--- config.mk ---
export PLATFORM = sky130hd
export DESIGN_NAME = redundant_tx_scheduler
export DESIGN_NICKNAME = d
export VERILOG_FILES = /design/src/rtl/redundant_tx_scheduler.sv
export SDC_FILE = /design/constraint.sdc
export NUM_CORES = 1
export LEC_CHECK = 0
export ABC_AREA = 0
export CAP_MARGIN = 20
export CORE_ASPECT_RATIO = 0.9
export CORE_MARGIN = 3
export CORE_UTILIZATION = 55
export DETAILED_ROUTE_END_ITERATION = 8
export HOLD_SLACK_MARGIN = 0.15
export PLACE_DENSITY = 0.79
export SETUP_SLACK_MARGIN = 0.2
export SLEW_MARGIN = 30
export SYNTH_ARGS = -nofsm -noshare
export SYNTH_HDL_FRONTEND = slang
export SYNTH_SLANG_ARGS = --single-unit
--- constraint.sdc ---
create_clock -name clk -period 7.6 [get_ports clk]
set_input_delay 2.28 -clock clk [delete_from_list [all_inputs] [get_ports clk]]
set_output_delay 2.28 -clock clk [all_outputs]
set_load 0.1 [all_outputs]
--- src/rtl/redundant_tx_scheduler.sv ---
// TX sequencer for the redundant link: captures one frame into an external BRAM,
// then replays it R times with a copy-ID byte spliced in and an idle gap after each copy.
module redundant_tx_scheduler #(
  parameter int R         = 5,
  parameter int WHEREISID = 0,
  parameter int IFG       = 12,
  parameter int ADDR_W    = 12,
  parameter int MAX_LEN   = 1500
)(
  input  logic              clk,
  input  logic              rst,
  input  logic [7:0]        rxd,
  input  logic              rxen,
  output logic [ADDR_W-1:0] addra,
  output logic [7:0]        dina,
  output logic              wea,
  output logic [ADDR_W-1:0] addrb,
  input  logic [7:0]        doutb,
  output logic [7:0]        txd,
  output logic              txen,
  output logic [3:0]        copy_id,
  output logic              busy,
  output logic              drop,
  output logic              overflow
);
  // One extra bit so a count of exactly MAX_LEN (which may equal 2^ADDR_W) fits.
  localparam int CW = ADDR_W + 1;
  localparam logic [CW-1:0] LW      = CW'(WHEREISID);
  localparam logic [CW-1:0] LMAX    = CW'(MAX_LEN);
  localparam logic [CW-1:0] LIFG_M1 = CW'(IFG - 1);
  localparam logic [3:0]    LR      = 4'(R);

  typedef enum logic [1:0] {IDLE, CAPTURE, SEND, GAP} state_t;

  state_t            r_state, w_next;
  logic [CW-1:0]     r_cnt, r_len, r_k;
  logic [3:0]        r_copy;
  logic              r_ign, r_ovf, r_v, r_isid;
  logic              r_wea, r_drop, r_overflow;
  logic [ADDR_W-1:0] r_addra;
  logic [7:0]        r_dina;
  logic              w_accept, w_short, w_busy;

  assign w_busy  = (r_state == SEND) || (r_state == GAP);
  assign w_short = (r_cnt == '0) || (r_cnt < LW);

  always_ff @(posedge clk or posedge rst) begin
    if (rst) r_state <= IDLE;
    else     r_state <= w_next;
  end

  always_comb begin
    w_next   = r_state;
    w_accept = 1'b0;
    case (r_state)
      IDLE:    if (rxen && !r_ign) begin w_next = CAPTURE; w_accept = 1'b1; end
      CAPTURE: if (!rxen) w_next = w_short ? IDLE : SEND;
      SEND:    if (r_k == r_len) w_next = GAP;
      GAP:     if (r_k == LIFG_M1) w_next = (r_copy == LR) ? IDLE : SEND;
      default: w_next = IDLE;
    endcase
  end

  always_ff @(posedge clk or posedge rst) begin
    if (rst) begin
      r_cnt      <= '0;
      r_len      <= '0;
      r_k        <= '0;
      r_copy     <= '0;
      r_ign      <= 1'b0;
      r_ovf      <= 1'b0;
      r_v        <= 1'b0;
      r_isid     <= 1'b0;
      r_wea      <= 1'b0;
      r_drop     <= 1'b0;
      r_overflow <= 1'b0;
      r_addra    <= '0;
      r_dina     <= '0;
    end else begin
      r_wea      <= 1'b0;
      r_drop     <= 1'b0;
      r_overflow <= 1'b0;
      // A frame that starts while busy stays ignored until its rxen drops,
      // even if the scheduler goes idle mid-frame.
      r_ign      <= rxen && (r_ign || w_busy);
      if (rxen && w_busy && !r_ign) r_drop <= 1'b1;
      // Read pipeline: one stage aligns the ID select with BRAM read latency.
      r_v        <= (r_state == SEND);
      r_isid     <= (r_state == SEND) && (r_k == LW);
      case (r_state)
        IDLE: if (w_accept) begin
          r_wea   <= 1'b1;
          r_addra <= '0;
          r_dina  <= rxd;
          r_cnt   <= CW'(1);
          r_ovf   <= 1'b0;
        end
        CAPTURE: if (rxen) begin
          if (r_cnt < LMAX) begin
            r_wea   <= 1'b1;
            r_addra <= ADDR_W'(r_cnt);
            r_dina  <= rxd;
            r_cnt   <= r_cnt + CW'(1);
          end else r_ovf <= 1'b1;
        end else begin
          r_len      <= r_cnt;
          r_overflow <= r_ovf;
          r_k        <= '0;
          if (w_short) r_drop <= 1'b1;
          else         r_copy <= 4'd1;
        end
        SEND: r_k <= (r_k == r_len) ? '0 : r_k + CW'(1);
        GAP: begin
          if (r_k == LIFG_M1) begin
            r_k    <= '0;
            r_copy <= (r_copy == LR) ? 4'd0 : r_copy + 4'd1;
          end else r_k <= r_k + CW'(1);
        end
        default: ;
      endcase
    end
  end

  // Byte k of a copy maps to address k before the ID slot and k-1 after it;
  // the ID slot itself re-reads a valid address that is simply not used.
  assign addrb = (r_state != SEND) ? '0 :
                 (r_k != '0 && r_k >= LW) ? ADDR_W'(r_k - CW'(1)) : ADDR_W'(r_k);

  assign addra    = r_addra;
  assign dina     = r_dina;
  assign wea      = r_wea;
  assign txen     = r_v;
  assign txd      = !r_v ? 8'h00 : (r_isid ? {4'h0, r_copy} : doutb);
  assign copy_id  = r_copy;
  assign busy     = w_busy;
  assign drop     = r_drop;
  assign overflow = r_overflow;
endmodule

==> flow_metrics.env <==
export IMPL_initial_utilization_pct=57.89
export IMPL_start_kind="input port"
export IMPL_status="finished, final reports clean"
export IMPL_synth_cell_area_um2=3894
export IMPL_grt_pass1_vias=3016
export IMPL_synth_seq_cells=72
export IMPL_ctsResizeCount=0
export IMPL_crit_fanout=1
export IMPL_dr_pass1_iters=5
export IMPL_syn2layout_area_growth_pct=22.85
export IMPL_ioPinCount=68
export IMPL_totalPowerFinal_uw=781.6
export IMPL_crit_required_ns=5.32
export IMPL_hold_viol=0
export IMPL_report_final_slew_viol_count=0
export IMPL_slew_headroom_pct=34.42
export IMPL_ir_drop_mv=0.09974
export IMPL_setup_tns_ns=0
export IMPL_nets=486
export IMPL_viasPerCell=5.629
export IMPL_period_share_pct=83.49
export IMPL_multiInputGateArea_um2=1863
export IMPL_gr_usage_all_layers_pct=22.25
export IMPL_rsz0062_at_grt="no"
export IMPL_yosys_area_top_type="dfrtp_1"
export IMPL_arrival_ns=4.07
export IMPL_port_buffers=67
export IMPL_die_h_um=85.82
export IMPL_period_minus_slack_ns=6.345
export IMPL_timing_final_ws_setup_ns=1.255
export IMPL_seq_area_frac_synth_pct=46.27
export IMPL_synth_avg_cell_area_um2=9.520
export IMPL_clock_latency_ns=0.34
export IMPL_critPathKind="input port to primary output"
export IMPL_grt_overflow_total=0
export IMPL_cpMostUsedCell="clkdlybuf4s50_1"
export IMPL_hold_path_depth=2
export IMPL_drv_cap=0
export IMPL_cts_tree="yes"
export IMPL_synth_top_area_share_pct=46.27
export IMPL_routed_via_count=3124
export IMPL_dp_hpwl_um=5855
export IMPL_drive_above_1_share_pct=10.32
export IMPL_cts_max_level=3
export IMPL_drt_total_wl_um=8300
export IMPL_power_density_nw_per_um2=163.4
export IMPL_setup_worst_path_end_class="primary output"
export IMPL_cts_root_buf="clkbuf_8"
export IMPL_ys_async_sr_fraction_pct=100.0
export IMPL_setup_viol=0
export IMPL_cts_setup_buffers=0
export IMPL_grt_pass1_wl_um=14260
export IMPL_dr_first_iter_drc_count=172
export IMPL_core_area_um2=6726
export IMPL_netlist_instances=409
export IMPL_skew_ns=0.004845
export IMPL_cts_buffers=9
export IMPL_post_place_ws_ns=1.258
export IMPL_yosysWarnings=0
export IMPL_grt_max_degree=73
export IMPL_leakage_nw=2.082
export IMPL_hold_path_class="flop to flop"
export IMPL_r2r_worst_path_cells=6
export IMPL_worst_slew_pin_slew_ns=0.9807
export IMPL_synthFlopType="dfrtp_1"
export IMPL_layout_commonest_cell="dfrtp_1"
export IMPL_ys_types=48
export IMPL_num_rows=28
export IMPL_fill_cells=530
export IMPL_drc=0
export IMPL_diodes=0
export IMPL_path_cells="clkdlybuf4s50_1 > mux2i_1 > nor2b_1 > clkdlybuf4s50_1"
export IMPL_slowest_stage="clkdlybuf4s50_1"
export IMPL_slowest_delay_ns=1.14
export IMPL_final_cell_mix="dfrtp_1 (72), clkdlybuf4s50_1 (67), nand2_1 (46)"
export IMPL_clock_fmax_ghz=0.1576
export IMPL_ff_latch_area_um2=1802
export IMPL_dieWidth_um=94.69
export IMPL_synth_area_top_cells="dfrtp_1 (46%), mux2_2 (6.1%), xnor2_1 (6.1%)"
export IMPL_final_antenna_net_count=0
export IMPL_clock_sinks=72
export IMPL_routabilityCongestion=0.8602
export IMPL_clkSlewWorstSetupHoldPaths_ns=0.08
export IMPL_wl_per_cell_um=14.95
export IMPL_antenna_found_initial=0
export IMPL_synth_edff_count=0
export IMPL_cts_hold_buffers=0
export IMPL_dieArea_um2=8126
export IMPL_cts_buffer_depth=2
export IMPL_syn_nets=435
[metal layers]
metal  vias up  GRT usage [%]  wire length [um]
li1       1497              -                 -
met1      1514          28.86              3620
met2       101          36.30              3979
met3        12          6.404               590
met4         0          6.684               110
met5         -              0                 0
[metrics by stage]
stage,utilization [%],std cells,area (um2),hold slack (ns)
floorplan,-,409,3894,0.4541
global placement,67.24,539,4523,0.4620
detailed placement,67.30,539,4527,0.4698
CTS,71.06,555,4780,0.4883
global route,71.11,555,4783,0.5078
finish,71.11,555,4783,0.4840
[report_power, final]
| part | internal, mW | total, mW | leakage, nW | switching [mW] |
|---|---|---|---|---|
| Clock | 0.229 | 0.377 | 0.123 | 0.148 |
| Combinational | 0.00969 | 0.0213 | 1.00 | 0.0116 |
| Sequential | 0.383 | 0.384 | 0.957 | 0.000332 |
[path summary, 6_finish.rpt]
kind	from	end	slack, ns
max	doutb[3]	txd[3]	1.25
min in group asynchronous	rst	addra[0]$_DFFE_PP0P_	2.42
max reg2reg	r_k[4]$_DFFE_PP0P_	r_k[12]$_DFFE_PP0P_	5.18
min	addra[3]$_DFFE_PP0P_	addra[3]$_DFFE_PP0P_	0.48
min reg2reg	addra[3]$_DFFE_PP0P_	addra[3]$_DFFE_PP0P_	0.48
max in group asynchronous	rst	copy_id[3]$_DFFE_PP0P_	4.73
[cells in the mapped netlist (2+ instances only)]
| library cell | number |
|---|---|
| dfrtp_1 | 72 |
| nand2_1 | 46 |
| nor2_1 | 39 |
| xnor2_1 | 27 |
| o21ai_0 | 23 |
| mux2_2 | 21 |
| inv_1 | 16 |
| nand3_1 | 16 |
| clkbuf_1 | 14 |
| and3_1 | 12 |
| a21oi_1 | 11 |
| nand4_1 | 11 |
| nor2b_1 | 11 |
| nor3_1 | 10 |
| ha_1 | 7 |
| and2_1 | 6 |
| buf_2 | 6 |
| buf_6 | 6 |
| mux2i_1 | 6 |
| a221o_1 | 5 |
| nor4_1 | 4 |
| a31oi_1 | 3 |
| nand2b_1 | 3 |
| or3_1 | 3 |
| a211o_1 | 2 |
| a21o_1 | 2 |
| a22o_1 | 2 |
| buf_4 | 2 |
| nand3b_1 | 2 |
| o31ai_1 | 2 |
| xor2_1 | 2 |
[area by class of cell]
cell class | count | area share [%]
inverter | 17 | 1.334
tap | 90 | 2.354
timing repair buffer | 69 | 14.41
multi-input combinational | 291 | 38.95
sequential | 72 | 37.67
clock inverter | 6 | 2.406
clock buffer | 10 | 2.877
[worst max-delay path, delay by kind of cell]
kind / cells / cell delay (ns)
mux: 1 / 0.06
buf+inv: 2 / 1.60
simple gates: 1 / 0.13
[sequential cells by signal, indices dropped and copies added, names as in the netlist, 2 cells and up]
name	cells
r_len	13
copy_id	4
dina	8
r_cnt	13
r_k	13
r_state	2
addra	12
[logic make-up after synthesis]
kind of cell	share of synthesized area, %
adder cells (fa/ha/maj)	2.249
flip-flops	46.27
buffers and inverters	5.977
AND/OR/NAND/NOR	22.14
AO/OA/AOI/OAI	8.933
XOR/XNOR	6.523
multiplexers	7.905
Power figures use the tool's default switching activity.
